## src/rtl/bus_sequencer_if.sv

```systemverilog
// Bus bundle between the CPU bus interface, the sequencer and the memory regions.
// Requests: businterface_address / data_out / data_strobes / read / write / bus_error.
// Completion: businterface_data_in, seq_ready, seq_bus_error.
// Region side: mem_select, mem_address, mem_data_out, mem_data_strobes,
//              mem_read, mem_write, mem_data_in, io_ready.
// Modports: master = the sequencer, slave = CPU/region environment.
interface bus_sequencer_if;
    logic [29:0] businterface_address;
    logic [31:0] businterface_data_out;
    logic [3:0]  businterface_data_strobes;
    logic        businterface_read;
    logic        businterface_write;
    logic        businterface_bus_error;
    logic [31:0] businterface_data_in;
    logic        seq_ready;
    logic        seq_bus_error;
    logic [2:0]  mem_select;
    logic [29:0] mem_address;
    logic [31:0] mem_data_out;
    logic [3:0]  mem_data_strobes;
    logic        mem_read;
    logic        mem_write;
    logic [31:0] mem_data_in;
    logic        io_ready;

    modport master (
        input  businterface_address, businterface_data_out, businterface_data_strobes,
        input  businterface_read, businterface_write, businterface_bus_error,
        input  mem_data_in, io_ready,
        output businterface_data_in, seq_ready, seq_bus_error,
        output mem_select, mem_address, mem_data_out, mem_data_strobes,
        output mem_read, mem_write
    );

    modport slave (
        output businterface_address, businterface_data_out, businterface_data_strobes,
        output businterface_read, businterface_write, businterface_bus_error,
        output mem_data_in, io_ready,
        input  businterface_data_in, seq_ready, seq_bus_error,
        input  mem_select, mem_address, mem_data_out, mem_data_strobes,
        input  mem_read, mem_write
    );
endinterface

```

## src/rtl/bus_sequencer.sv

```systemverilog
// bus_sequencer: decodes one CPU access at a time into ROM / RAM / IO, holds the
// region strobes for the programmed wait states (or until io_ready), and returns
// read data with a one-cycle seq_ready pulse. Upstream misalignment, decode
// errors, ROM writes, read+write collisions and IO timeouts all complete with
// seq_bus_error=1 and data_in=ffffffff.
// Ports: clock, reset_n (async, active-low), bus (bus_sequencer_if.master).
// Optional feature: BUS_SEQUENCER_TIMEOUT_EN enables the IO_TIMEOUT counter;
// when undefined, IO accesses wait indefinitely for io_ready.
module bus_sequencer #(
    parameter int unsigned ROM_WAIT   = 1,
    parameter int unsigned RAM_WAIT   = 0,
    parameter int unsigned IO_TIMEOUT = 15
) (
    input  logic             clock,
    input  logic             reset_n,
    bus_sequencer_if.master  bus
);

    localparam int unsigned CNT_W  = 4;
    localparam int unsigned ADDR_W = 30;
    localparam int unsigned DATA_W = 32;
    localparam int unsigned STRB_W = 4;
    localparam int unsigned SEL_W  = 3;

    localparam logic [CNT_W-1:0]  ROM_LOAD = CNT_W'(ROM_WAIT);
    localparam logic [CNT_W-1:0]  RAM_LOAD = CNT_W'(RAM_WAIT);
    localparam logic [CNT_W-1:0]  IO_LOAD  = CNT_W'(IO_TIMEOUT);
    localparam logic [DATA_W-1:0] ERR_DATA = '1;

    localparam logic [1:0] REGION_ROM = 2'b00;
    localparam logic [1:0] REGION_RAM = 2'b01;
    localparam logic [1:0] REGION_IO  = 2'b10;

    typedef enum logic [1:0] {
        IDLE   = 2'd0,
        ACCESS = 2'd1,
        DONE   = 2'd2
    } state_t;

    state_t              state_q,  state_d;
    logic [CNT_W-1:0]    count_q,  count_d;
    logic [DATA_W-1:0]   data_in_q, data_in_d;
    logic                ready_q,  ready_d;
    logic                err_q,    err_d;
    logic [SEL_W-1:0]    sel_q,    sel_d;
    logic [ADDR_W-1:0]   addr_q,   addr_d;
    logic [DATA_W-1:0]   dout_q,   dout_d;
    logic [STRB_W-1:0]   strb_q,   strb_d;
    logic                rd_q,     rd_d;
    logic                wr_q,     wr_d;

    logic [1:0]          region_c;
    logic                request_c;
    logic                decode_fail_c;
    logic                finish_c;
    logic                timeout_c;

    // Request decode: byte address bits [31:30] are word address bits [29:28].
    always_comb begin
        region_c      = bus.businterface_address[ADDR_W-1 -: 2];
        request_c     = bus.businterface_read | bus.businterface_write;
        decode_fail_c = bus.businterface_bus_error
                      | (region_c == 2'b11)
                      | ((region_c == REGION_ROM) & bus.businterface_write)
                      | (bus.businterface_read & bus.businterface_write);
    end

    // Access completion: wait-state expiry for ROM/RAM, io_ready (or timeout) for IO.
    always_comb begin
        finish_c  = 1'b0;
        timeout_c = 1'b0;
        if (state_q == ACCESS) begin
            if (sel_q[2]) begin
                if (bus.io_ready) begin
                    finish_c = 1'b1;
                end
`ifdef BUS_SEQUENCER_TIMEOUT_EN
                else if (count_q == '0) begin
                    timeout_c = 1'b1;
                end
`endif
            end else if (count_q == '0) begin
                finish_c = 1'b1;
            end
        end
    end

    // Next-state and next-output logic; every output is a register below.
    always_comb begin
        state_d   = state_q;
        count_d   = count_q;
        data_in_d = data_in_q;
        ready_d   = 1'b0;
        err_d     = 1'b0;
        sel_d     = sel_q;
        addr_d    = addr_q;
        dout_d    = dout_q;
        strb_d    = strb_q;
        rd_d      = rd_q;
        wr_d      = wr_q;

        unique case (state_q)
            IDLE: begin
                if (request_c) begin
                    if (decode_fail_c) begin
                        state_d   = DONE;
                        ready_d   = 1'b1;
                        err_d     = 1'b1;
                        data_in_d = ERR_DATA;
                    end else begin
                        state_d = ACCESS;
                        addr_d  = bus.businterface_address;
                        dout_d  = bus.businterface_data_out;
                        strb_d  = bus.businterface_data_strobes;
                        rd_d    = bus.businterface_read;
                        wr_d    = bus.businterface_write;
                        unique case (region_c)
                            REGION_ROM: begin
                                sel_d   = 3'b001;
                                count_d = ROM_LOAD;
                            end
                            REGION_RAM: begin
                                sel_d   = 3'b010;
                                count_d = RAM_LOAD;
                            end
                            REGION_IO: begin
                                sel_d   = 3'b100;
                                count_d = IO_LOAD;
                            end
                            default: begin
                                sel_d   = '0;
                                count_d = '0;
                            end
                        endcase
                    end
                end
            end

            ACCESS: begin
                if (finish_c || timeout_c) begin
                    state_d = DONE;
                    ready_d = 1'b1;
                    sel_d   = '0;
                    rd_d    = 1'b0;
                    wr_d    = 1'b0;
                    count_d = '0;
                    if (timeout_c) begin
                        err_d     = 1'b1;
                        data_in_d = ERR_DATA;
                    end else if (rd_q) begin
                        data_in_d = bus.mem_data_in;
                    end
                end else if (count_q != '0) begin
                    count_d = count_q - CNT_W'(1);
                end
            end

            DONE: begin
                state_d = IDLE;
            end

            default: begin
                state_d = IDLE;
                sel_d   = '0;
                rd_d    = 1'b0;
                wr_d    = 1'b0;
            end
        endcase
    end

    // State and output registers; reset clears strobes without waiting for an edge.
    always_ff @(posedge clock or negedge reset_n) begin
        if (!reset_n) begin
            state_q   <= IDLE;
            count_q   <= '0;
            data_in_q <= ERR_DATA;
            ready_q   <= 1'b0;
            err_q     <= 1'b0;
            sel_q     <= '0;
            addr_q    <= '0;
            dout_q    <= '0;
            strb_q    <= '0;
            rd_q      <= 1'b0;
            wr_q      <= 1'b0;
        end else begin
            state_q   <= state_d;
            count_q   <= count_d;
            data_in_q <= data_in_d;
            ready_q   <= ready_d;
            err_q     <= err_d;
            sel_q     <= sel_d;
            addr_q    <= addr_d;
            dout_q    <= dout_d;
            strb_q    <= strb_d;
            rd_q      <= rd_d;
            wr_q      <= wr_d;
        end
    end

    assign bus.businterface_data_in = data_in_q;
    assign bus.seq_ready            = ready_q;
    assign bus.seq_bus_error        = err_q;
    assign bus.mem_select           = sel_q;
    assign bus.mem_address          = addr_q;
    assign bus.mem_data_out         = dout_q;
    assign bus.mem_data_strobes     = strb_q;
    assign bus.mem_read             = rd_q;
    assign bus.mem_write            = wr_q;

endmodule

```

## src/flat_wrapper.sv

```systemverilog
// flat-port wrapper written by rule: the top's interface ports become plain ports
module bus_sequencer_flat 
#(
    parameter int unsigned ROM_WAIT   = 1,
    parameter int unsigned RAM_WAIT   = 0,
    parameter int unsigned IO_TIMEOUT = 15
)
  (clock, reset_n, bus_businterface_address, bus_businterface_data_out, bus_businterface_data_strobes, bus_businterface_read, bus_businterface_write, bus_businterface_bus_error, bus_mem_data_in, bus_io_ready, bus_businterface_data_in, bus_seq_ready, bus_seq_bus_error, bus_mem_select, bus_mem_address, bus_mem_data_out, bus_mem_data_strobes, bus_mem_read, bus_mem_write);
  bus_sequencer_if bus_i ();
  input  logic clock;
  input  logic reset_n;
  input wire logic [$bits(bus_i.businterface_address)-1:0] bus_businterface_address;
  input wire logic [$bits(bus_i.businterface_data_out)-1:0] bus_businterface_data_out;
  input wire logic [$bits(bus_i.businterface_data_strobes)-1:0] bus_businterface_data_strobes;
  input wire logic [$bits(bus_i.businterface_read)-1:0] bus_businterface_read;
  input wire logic [$bits(bus_i.businterface_write)-1:0] bus_businterface_write;
  input wire logic [$bits(bus_i.businterface_bus_error)-1:0] bus_businterface_bus_error;
  input wire logic [$bits(bus_i.mem_data_in)-1:0] bus_mem_data_in;
  input wire logic [$bits(bus_i.io_ready)-1:0] bus_io_ready;
  output wire logic [$bits(bus_i.businterface_data_in)-1:0] bus_businterface_data_in;
  output wire logic [$bits(bus_i.seq_ready)-1:0] bus_seq_ready;
  output wire logic [$bits(bus_i.seq_bus_error)-1:0] bus_seq_bus_error;
  output wire logic [$bits(bus_i.mem_select)-1:0] bus_mem_select;
  output wire logic [$bits(bus_i.mem_address)-1:0] bus_mem_address;
  output wire logic [$bits(bus_i.mem_data_out)-1:0] bus_mem_data_out;
  output wire logic [$bits(bus_i.mem_data_strobes)-1:0] bus_mem_data_strobes;
  output wire logic [$bits(bus_i.mem_read)-1:0] bus_mem_read;
  output wire logic [$bits(bus_i.mem_write)-1:0] bus_mem_write;
  assign bus_i.businterface_address = bus_businterface_address;
  assign bus_i.businterface_data_out = bus_businterface_data_out;
  assign bus_i.businterface_data_strobes = bus_businterface_data_strobes;
  assign bus_i.businterface_read = bus_businterface_read;
  assign bus_i.businterface_write = bus_businterface_write;
  assign bus_i.businterface_bus_error = bus_businterface_bus_error;
  assign bus_i.mem_data_in = bus_mem_data_in;
  assign bus_i.io_ready = bus_io_ready;
  assign bus_businterface_data_in = bus_i.businterface_data_in;
  assign bus_seq_ready = bus_i.seq_ready;
  assign bus_seq_bus_error = bus_i.seq_bus_error;
  assign bus_mem_select = bus_i.mem_select;
  assign bus_mem_address = bus_i.mem_address;
  assign bus_mem_data_out = bus_i.mem_data_out;
  assign bus_mem_data_strobes = bus_i.mem_data_strobes;
  assign bus_mem_read = bus_i.mem_read;
  assign bus_mem_write = bus_i.mem_write;
  bus_sequencer #(.ROM_WAIT(ROM_WAIT), .RAM_WAIT(RAM_WAIT), .IO_TIMEOUT(IO_TIMEOUT)) u_core (.clock(clock), .reset_n(reset_n), .bus(bus_i));
endmodule
```

## config.mk

```make
export PLATFORM = sky130hd
export DESIGN_NAME = bus_sequencer_flat
export DESIGN_NICKNAME = d
export VERILOG_FILES = /design/src/rtl/bus_sequencer_if.sv /design/src/rtl/bus_sequencer.sv /design/src/flat_wrapper.sv
export SDC_FILE = /design/constraint.sdc
export NUM_CORES = 1
export LEC_CHECK = 0
export CAP_MARGIN = 20
export CORE_ASPECT_RATIO = 2
export CORE_MARGIN = 4
export CORE_UTILIZATION = 41
export DETAILED_ROUTE_END_ITERATION = 7
export PLACE_DENSITY = 0.9
export SLEW_MARGIN = 25
export SYNTH_ARGS = -nofsm -noshare
export SYNTH_HDL_FRONTEND = slang
export SYNTH_SLANG_ARGS = --single-unit
```

## constraint.sdc

```tcl
create_clock -name clock -period 2.1 [get_ports clock]
set_input_delay 0.315 -clock clock [delete_from_list [all_inputs] [get_ports clock]]
set_output_delay 0.315 -clock clock [all_outputs]
set_load 0.005 [all_outputs]
```

# == After elaboration in Yosys (flattened, before gate mapping) ==
# Cells that the tools add are included.
# classes
reduce_logical,10
n_lt_le_gt_ge,0
muxes,36
div_mod_pow,0
multipliers,0
bitwise,8
shift,0
n_addsub,1
eq_ne,11
# ops
cell,n
32-bit 2-to-1 mux,4
32-bit case mux with 2 select lines,1
3-bit case mux with 3 select lines,2
4-bit 2-to-1 mux,4
4-bit case mux with 2 select lines,2
1-bit 2-to-1 mux,13
3-bit 2-to-1 mux,3
2-bit by 1-bit != test with 1-bit output (second input constant),4
4-bit AND reduction,2
2-bit equality test (second input constant),3
2-bit 2-to-1 mux,3
1-bit case mux with 3 select lines,2
5-bit AND reduction,1
2-bit by 1-bit equality test with 1-bit output (second input constant),2
2-bit logical NOT,2
4-bit logical NOT,1
1-bit bitwise OR,4
2-bit case mux with 2 select lines,1
4-bit nonzero test,1
4-bit by 1-bit subtractor with 4-bit output (second input constant),1
3-bit by 2-bit != test with 1-bit output (second input constant),1
3-bit AND reduction,1
1-bit bitwise AND,2
2-bit != test (second input constant),1
4 further kinds,5
# totals
mem_bits_rw,0
latchBits,0
mem_bits_ro,0
mem_count,0
in_bits,104
out_inout_bits,105
elab_cells,77
regBits,111

# == Depth between registers and ports, before layout ==
# Gate-level depths: netlist of the first run.
# depth
depth_word,7
ltp_mapped,7
ltp_nobuf,6

# == Worst setup path before layout of the first run ==
# OpenSTA, ideal clock, no wires.
# synth_path
path_kind,register to register
startpoint,register u_core.state_q[0]
endpoint,register u_core.dout_q[10] (netlist: u_core.bus.mem_data_out[10])
path_slack_ns,0.178
setup_time_ns,0.125
required_ns,1.975
path_stages_with_launch,7
arrival_time_ns,1.797
n_path_buf,3
synth_period_minus_slack_ns,1.922
path_cell_list,dfrtp_1 > buf_2 > or2_1 > a2111oi_4 > buf_4 > buf_6 > mux2_2
# synth_between
elab_chain_cells,2
# synth_lines
element,line_no,text
start: declaration,bus_sequencer.sv:40,"state_t state_q, state_d;"
start signal: assignment,bus_sequencer.sv:186,state_q <= state_d;
2-bit logical NOT,bus_sequencer.sv:102,unique case (state_q)
3-bit AND reduction (no source line),-,
end signal: assignment,bus_sequencer.sv:193,dout_q <= dout_d;
end: declaration,bus_sequencer.sv:47,"logic [DATA_W-1:0] dout_q, dout_d;"
# Every way passes these cells.
# A chain may end at the register's enable or synchronous reset.

# == Final worst setup path of the first run ==
# layout_path
startpoint,register u_core.count_q[0]
endpoint,register u_core.count_q[2]
# layout_between
elab_chain_cells,6
word_cells_on_any_way,11
classes_between,1 x add/sub; 1 x eq/ne; 6 x mux; 3 x reduce/logical
# layout_lines
element,line_no,text
start: declaration,bus_sequencer.sv:41,"logic [CNT_W-1:0] count_q, count_d;"
start signal: assignment,bus_sequencer.sv:187,count_q <= count_d;
4-bit logical NOT,bus_sequencer.sv:82,end else if (count_q == '0) begin
1-bit 2-to-1 mux,bus_sequencer.sv:82,
1-bit 2-to-1 mux,bus_sequencer.sv:73,if (sel_q[2]) begin
1-bit 2-to-1 mux,bus_sequencer.sv:72,if (state_q == ACCESS) begin
3-bit by 2-bit != test with 1-bit output (no source line) or 4-bit 2-to-1 mux (tied branches),-,
4-bit AND reduction (no source line) or 4-bit case mux with 2 select lines (tied branches),-,
# Several ways; a longest one is shown, not always the timed one. The select of a mux whose other input is x is not followed.

==> results.sh, run 1 <==
export IMPL_hp_class="input port to async pin"
export IMPL_p_per_area_nw_per_um2=1230
export IMPL_vias=3341
export IMPL_post_place_ws_ns=-0.221
export IMPL_syn_nets=389
export IMPL_rows=53
export IMPL_cp_arrival_ns=2.29
export IMPL_grtUsageMet3_pct=6.86
export IMPL_drc=0
export IMPL_drv_slew=0
export IMPL_drt_iter0_drc=163
export IMPL_fin_ws_ns=0.0340
export IMPL_grt_busiest_layer="met2"
export IMPL_vias_per_cell=5.12
export IMPL_min_period_over_period_pct=98.4
export IMPL_outcome="complete, no violations"
export IMPL_cts_htree_levels=3
export IMPL_sequentialPowerShare_pct=39.8
export IMPL_syn_inst=284
export IMPL_maxCapViolations=0
export IMPL_cts_buffers=9
export IMPL_synth_largest_area_cell="dfrtp_1"
export IMPL_ir_worst_vdd_mv=0.778
export IMPL_fillers=774
export IMPL_yosysTopAreaCellShare_pct=45.4
export IMPL_io_buffers=208
export IMPL_startpoint_type="register"
export IMPL_async_flop_share_pct=100
export IMPL_clk_latency_ns=0.34
export IMPL_die_h_um=154
export IMPL_clockRootBuffer="clkbuf_16"
export IMPL_die_w_um=80.8
export IMPL_synthTopCellsByArea="dfrtp_1 45%, dfstp_2 19%, mux2_2 18%"
export IMPL_use_met2_pct=38.0
export IMPL_grtUsageMet1_pct=19.6
export IMPL_synth_most_common_cell="dfrtp_1"
export IMPL_synth_avg_cell_area_um2=15.3
export IMPL_wl_per_cell_um=19.1
export IMPL_dp_hpwl_mm=9.68
export IMPL_power_leakage_nw=2.84
export IMPL_path_class="register to register"
export IMPL_num_nets_final=615
export IMPL_critPathBufInv=3
export IMPL_critPathCaptureType="register"
export IMPL_clock_fmax_mhz=484
export IMPL_cts_tree="built"
export IMPL_place_area_um2=6730
export IMPL_finish_instance_area_um2=7040
export IMPL_rr_worst_depth=8
export IMPL_cp_top_family="simple AND/OR/NAND/NOR gates"
export IMPL_ios=209
export IMPL_initial_utilization_pct=41.5
export IMPL_clock_power_share_pct=19.2
export IMPL_core_area_um2=10500
export IMPL_place_gp_congestion=0.873
export IMPL_regToRegStartpoint="u_core.count_q[0]$_DFFE_PN0P_"
export IMPL_finalWirelength_mm=12.5
export IMPL_overflow=0
export IMPL_postRouteAntennaNets=0
export IMPL_antenna_found_initial=0
export IMPL_yosys_warnings=0
export IMPL_grt_pass1_wl_mm=19.3
export IMPL_antenna_cells=0
export IMPL_cts_setup_buffers=0
export IMPL_ys_ff_latch=111
export IMPL_grtUsageTotal_pct=20.3
export IMPL_finalHoldViolations=0
export IMPL_dieArea_um2=12400
export IMPL_syn_cell_area_um2=4350
export IMPL_synth_cell_type_count=43
export IMPL_path_cells="inv_1 > ha_1 > nor2b_1 > nor4b_1 > a211oi_1 > buf_4 > buf_4 > a221o_1"
export IMPL_finalCriticalPeriod_ns=2.07
export IMPL_firstDrtPassIters=4
export IMPL_grt_pass1_vias=3873
export IMPL_setup_viol=0
export IMPL_path_clk_slew_ns=0.07
export IMPL_p_sw_mw=2.47
export IMPL_cp_max_fo=5
export IMPL_crit_slowest_cell="dfrtp_1"
export IMPL_synth_flop_cell="dfrtp_1"
export IMPL_cpMostUsedCell="buf_4"
export IMPL_required_ns=2.32
export IMPL_syn_to_final_growth_pct=61.8
export IMPL_swShare_pct=28.6
export IMPL_ys_top_cells_by_count="79 x dfrtp_1, 68 x mux2_2, 32 x dfstp_2, 32 x o22a_1, 10 x buf_2"
export IMPL_p_comb_share_pct=41.0
export IMPL_power_internal_mw=6.17
export IMPL_grt_max_degree=51
export IMPL_clock_skew_ns=0.0115
export IMPL_drive_above_1_share_pct=27.6
export IMPL_r2r_setup_slack_ns=0.03
export IMPL_yosysSeqAreaShare_pct=64.8
export IMPL_crit_path_max_incr_delay_ns=0.43
export IMPL_synth_edf_count=0
export IMPL_r2r_end="u_core.count_q[2]$_DFFE_PN0P_"
export IMPL_cts_sinks=111
export IMPL_worst_pin_slew_ns=0.541
export IMPL_cts_buffer_depth=2
export IMPL_maxSlewHeadroom_pct=63.0
## placed cells by master, fill, tap and decap left out, types with 2 or more instances in the layout
cell / n
a21bo_2: 2
a21o_1: 3
a21oi_1: 2
a22o_1: 4
buf_12: 4
buf_4: 18
clkbuf_1: 2
clkbuf_16: 10
clkdlybuf4s50_1: 207
clkinv_4: 2
dfrtp_1: 79
dfstp_2: 32
inv_1: 4
inv_6: 2
mux2_2: 68
nand2_1: 5
nand3_1: 2
nand4_1: 2
nor2_1: 2
nor2b_1: 2
nor3_1: 2
o21a_1: 2
o21bai_1: 3
o22a_1: 32
## power by group through the flow
stage / Sequential [mW] / Combinational [mW] / Clock (mW)
2_1_floorplan: 3.45 / 1.27 / 0
3_3_place_gp: 3.40 / 3.41 / 0
3_5_place_dp: 3.46 / 3.55 / 0
4_1_cts: 3.44 / 3.58 / 1.70
5_1_grt: 3.54 / 3.79 / 1.79
6_report: 3.43 / 3.55 / 1.66
## what timing repair did
action | in CTS | in global routing
hold buffers | 1 | 0
endpoints found under the hold margin | 22 | 0
endpoints found under the setup margin | 0 | 32
gates resized for setup | 0 | 2
## final cells by class
| cell class | count | area [um2] | share of cell area (%) |
|---|---|---|---|
| repair buffers | 230 | 2300 | 32.6 |
| multi-input cells | 153 | 1440 | 20.5 |
| clock inverters | 4 | 35.0 | 0.498 |
| well taps | 137 | 171 | 2.44 |
| inverters | 5 | 18.8 | 0.267 |
| clock buffers | 12 | 258 | 3.66 |
| flip-flops and latches | 111 | 2820 | 40.0 |
## per-stage QoR
| step | hold WS [ns] | power, mW | utilization, % | std cells | setup TNS [ns] |
|---|---|---|---|---|---|
| floorplan | 0.0194 | 4.71 | - | 284 | 0 |
| global placement | 0.232 | 6.81 | 64.2 | 635 | -9.04 |
| detailed placement | 0.235 | 7.01 | 64.2 | 635 | -11.91 |
| CTS | 0.417 | 8.72 | 67.1 | 652 | 0 |
| global route | 0.456 | 9.13 | 67.2 | 652 | -0.0827 |
| finish | 0.431 | 8.64 | 67.2 | 652 | 0 |
## flip-flops by register name, indices dropped and copies added (netlist names), 2 cells and up
name / flops
u_core.count_q: 4
u_core.bus.mem_select: 3
u_core.bus.mem_data_out: 32
u_core.state_q: 2
u_core.bus.mem_data_strobes: 4
u_core.bus.businterface_data_in: 32
u_core.bus.mem_address: 30
## cell families (layout without fill, tap and decap cells)
| family | count (synthesis) | count (layout) | synth area share (%) |
|---|---|---|---|
| AOI/OAI and AO/OA | 61 | 61 | 12.1 |
| adders and majority gates | 1 | 1 | 0.288 |
| buffers and inverters | 20 | 251 | 2.27 |
| DFF | 111 | 111 | 64.8 |
| muxes | 68 | 68 | 17.6 |
| and+or+nand+nor | 23 | 23 | 2.93 |
## how the worst max path moves through the flow
stage	start	to	slack (ns)	cells after the start
detailed placement	bus_businterface_read	u_core.bus.mem_data_out[27]$_DFFE_PN0P_	-0.22	5
global placement	bus_businterface_address[29]	u_core.bus.mem_data_strobes[1]$_DFFE_PN0P_	-0.16	5
finish	u_core.count_q[0]$_DFFE_PN0P_	u_core.count_q[2]$_DFFE_PN0P_	0.03	8
global route	u_core.count_q[0]$_DFFE_PN0P_	u_core.count_q[2]$_DFFE_PN0P_	-0.08	8
floorplan	u_core.state_q[0]$_DFFE_PN0P_	u_core.bus.mem_data_out[10]$_DFFE_PN0P_	0.18	6
CTS	u_core.count_q[0]$_DFFE_PN0P_	u_core.bus.businterface_data_in[2]$_DFFE_PN1P_	0.04	7
## metal layers
layer,up-vias,wire [um]
li1,1508,-
met5,-,0
met1,1610,4060
met3,22,1240
met2,201,6870
met4,0,294
Note: power is estimated with default switching activity, not from simulation.
==> run 2, diff against run 1 <==
- ABC_AREA: unset -> 1
- CORE_UTILIZATION: 41 -> 43
==> results.sh, run 2 <==
export IMPL_grt_max_degree=67
export IMPL_swShare_pct=34.6
export IMPL_ir_worst_vdd_mv=0.829
export IMPL_drc=0
export IMPL_vias=4566
export IMPL_grtUsageTotal_pct=20.5
export IMPL_totalNegativeSetupSlack_ns=0
export IMPL_p_sw_mw=3.73
export IMPL_min_period_over_period_pct=82.2
export IMPL_required_ns=1.78
export IMPL_crit_slowest_cell="clkdlybuf4s50_1"
export IMPL_final_cells=901
export IMPL_ys_ff_latch=111
export IMPL_clock_skew_ns=0.00609
export IMPL_synth_flop_cell="dfrtp_1"
export IMPL_syn_inst=561
export IMPL_synth_adder_area_share_pct=0.257
export IMPL_path_class="register to primary output"
export IMPL_firstDrtPassIters=5
export IMPL_dieArea_um2=13200
export IMPL_clk_latency_ns=0.34
export IMPL_path_cells="clkdlybuf4s50_1"
export IMPL_rsz0062_at_grt="false"
export IMPL_place_gp_congestion=0.928
export IMPL_cts_buffer_depth=2
export IMPL_yosys_warnings=0
export IMPL_die_h_um=158
export IMPL_path_clk_slew_ns=0.07
export IMPL_wl_per_cell_um=15.4
export IMPL_grt_pass1_wl_mm=21.9
export IMPL_die_w_um=83.2
export IMPL_maxCapViolations=0
export IMPL_cts_htree_levels=3
export IMPL_grt_pass1_vias=4598
export IMPL_synth_largest_area_cell="dfrtp_1"
export IMPL_initial_utilization_pct=44.2
export IMPL_ys_top_cells_by_count="233 x nand2_1, 106 x nand3_1, 79 x dfrtp_1, 32 x dfstp_2, 23 x or2_2"
export IMPL_num_nets_final=861
export IMPL_postRouteAntennaNets=0
export IMPL_worst_pin_slew_ns=0.463
export IMPL_synth_edf_count=0
export IMPL_fin_ws_ns=0.374
export IMPL_crit_path_max_incr_delay_ns=0.55
export IMPL_vias_per_cell=5.07
export IMPL_drt_iter0_drc=250
export IMPL_clockRootBuffer="clkbuf_16"
export IMPL_drive_above_1_share_pct=12.0
export IMPL_cts_hold_fix_buffers=1
export IMPL_outcome="complete, no violations"
export IMPL_post_place_ws_ns=0.105
export IMPL_cts_buffers=9
export IMPL_finalCriticalPeriod_ns=1.73
export IMPL_synth_avg_cell_area_um2=8.68
export IMPL_setup_viol=0
export IMPL_syn_nets=666
export IMPL_mostFrequentLayoutCells="233 x nand2_1, 207 x clkdlybuf4s50_1, 106 x nand3_1"
export IMPL_p_comb_share_pct=47.1
export IMPL_antenna_cells=0
export IMPL_syn_to_final_growth_pct=51.7
export IMPL_overflow=0
export IMPL_clock_fmax_mhz=579
export IMPL_finalWirelength_mm=13.9
export IMPL_sequentialPowerShare_pct=37.0
export IMPL_power_mw=10.8
export IMPL_power_leakage_nw=3.50
export IMPL_startpoint_type="register"
export IMPL_synth_compound_area_share_pct=1.16
export IMPL_fillers=841
export IMPL_dp_hpwl_mm=10.4
export IMPL_critPathBufInv=1
export IMPL_muxShareOfSynthArea_pct=0
export IMPL_antenna_found_initial=0
export IMPL_synth_cell_type_count=25
export IMPL_rows=54
export IMPL_yosysSeqAreaShare_pct=57.9
export IMPL_p_per_area_nw_per_um2=1460
export IMPL_synth_most_common_cell="nand2_1"
export IMPL_cp_max_fo=2
export IMPL_synthTopCellsByArea="dfrtp_1 41%, nand2_1 18%, dfstp_2 17%"
export IMPL_async_flop_share_pct=100
export IMPL_cts_setup_buffers=0
export IMPL_core_area_um2=11000
export IMPL_synth_top_family_by_area="simple AND/OR/NAND/NOR gates"
export IMPL_cp_top_family="buffers and inverters"
export IMPL_ios=209
export IMPL_syn_cell_area_um2=4870
export IMPL_synthSimpleGateAreaFrac_pct=35.1
export IMPL_yosys_area_share_xor_xnor_pct=0.180
export IMPL_cts_sinks=111
export IMPL_hp_class="input port to async pin"
export IMPL_finalHoldViolations=0
export IMPL_fin_hold_ws_ns=0.407
export IMPL_power_internal_mw=7.07
export IMPL_drv_slew=0
export IMPL_clock_power_share_pct=15.8
export IMPL_yosysTopAreaCellShare_pct=40.6
export IMPL_final_common_cell="nand2_1"
export IMPL_cts_tree="built"
export IMPL_cts_resized=0
export IMPL_cp_arrival_ns=1.41
export IMPL_io_buffers=208
export IMPL_maxSlewHeadroom_pct=69.1
export IMPL_placedCellCount=884
export IMPL_critPathCaptureType="primary output"
[run 2: metrics by stage]
step,instance area (um2),utilization (%)
after floorplan,4870,-
after global placement,7070,64.2
after detailed placement,7070,64.2
after CTS,7390,67.1
after global routing,7390,67.1
final,7390,67.1
[run 2: logic make-up after synthesis]
kind of cell	count (synthesis)
compound gates	9
xor+xnor	1
fa+ha+maj	1
buf+inv	50
flops	111
simple gates	389
[run 2: cell type report]
cell class | count | area [um2] | share of cell area (%)
clock buffer | 10 | 239 | 3.24
clock inverter | 6 | 67.6 | 0.915
inverter | 17 | 63.8 | 0.864
multi-input combinational | 400 | 1790 | 24.2
sequential | 111 | 2820 | 38.2
tap | 140 | 175 | 2.37
timing repair buffer | 217 | 2240 | 30.3
[run 2: final timing paths]
path,from,end,slack [ns],cells past startpoint
min in group clock,u_core.bus.businterface_data_in[20]$_DFFE_PN1P_,u_core.bus.businterface_data_in[20]$_DFFE_PN1P_,0.46,2
worst max register to register,u_core.count_q[0]$_DFFE_PN0P_,u_core.bus.mem_read$_DFFE_PN0P_,0.40,9
max in group asynchronous,reset_n,u_core.bus.mem_data_out[29]$_DFFE_PN0P_,0.96,3
worst max-delay path,u_core.bus.businterface_data_in[4]$_DFFE_PN1P_,bus_businterface_data_in[4],0.37,1
worst min-delay path,reset_n,u_core.bus.mem_data_out[14]$_DFFE_PN0P_,0.41,2
worst min register to register,u_core.bus.businterface_data_in[20]$_DFFE_PN1P_,u_core.bus.businterface_data_in[20]$_DFFE_PN1P_,0.46,2
[run 2: worst register-to-register path: cells and delay by family (launching register included)]
kind | cells | cell delay (ns)
adders and majority gates | 1 | 0.24
buffers and inverters | 3 | 0.44
DFF | 1 | 0.40
and+or+nand+nor | 5 | 0.55
[run 2: per-layer routing]
metal / vias up / track usage [%] / wire (um)
met5: - / 0 / 0
met3: 39 / 4.04 / 866
met1: 2153 / 21.1 / 4780
met2: 212 / 39.1 / 7670
met4: 0 / 9.90 / 553
li1: 2162 / - / -
[run 2: power by group through the flow]
| stage | combinational [mW] | clock, mW | sequential (mW) |
|---|---|---|---|
| floorplan | 2.22 | 0 | 4.04 |
| global placement | 4.92 | 0 | 3.98 |
| detailed placement | 5.12 | 0 | 4.01 |
| CTS | 5.14 | 1.76 | 4.00 |
| global route | 5.59 | 1.84 | 4.12 |
| finish | 5.09 | 1.71 | 4.00 |
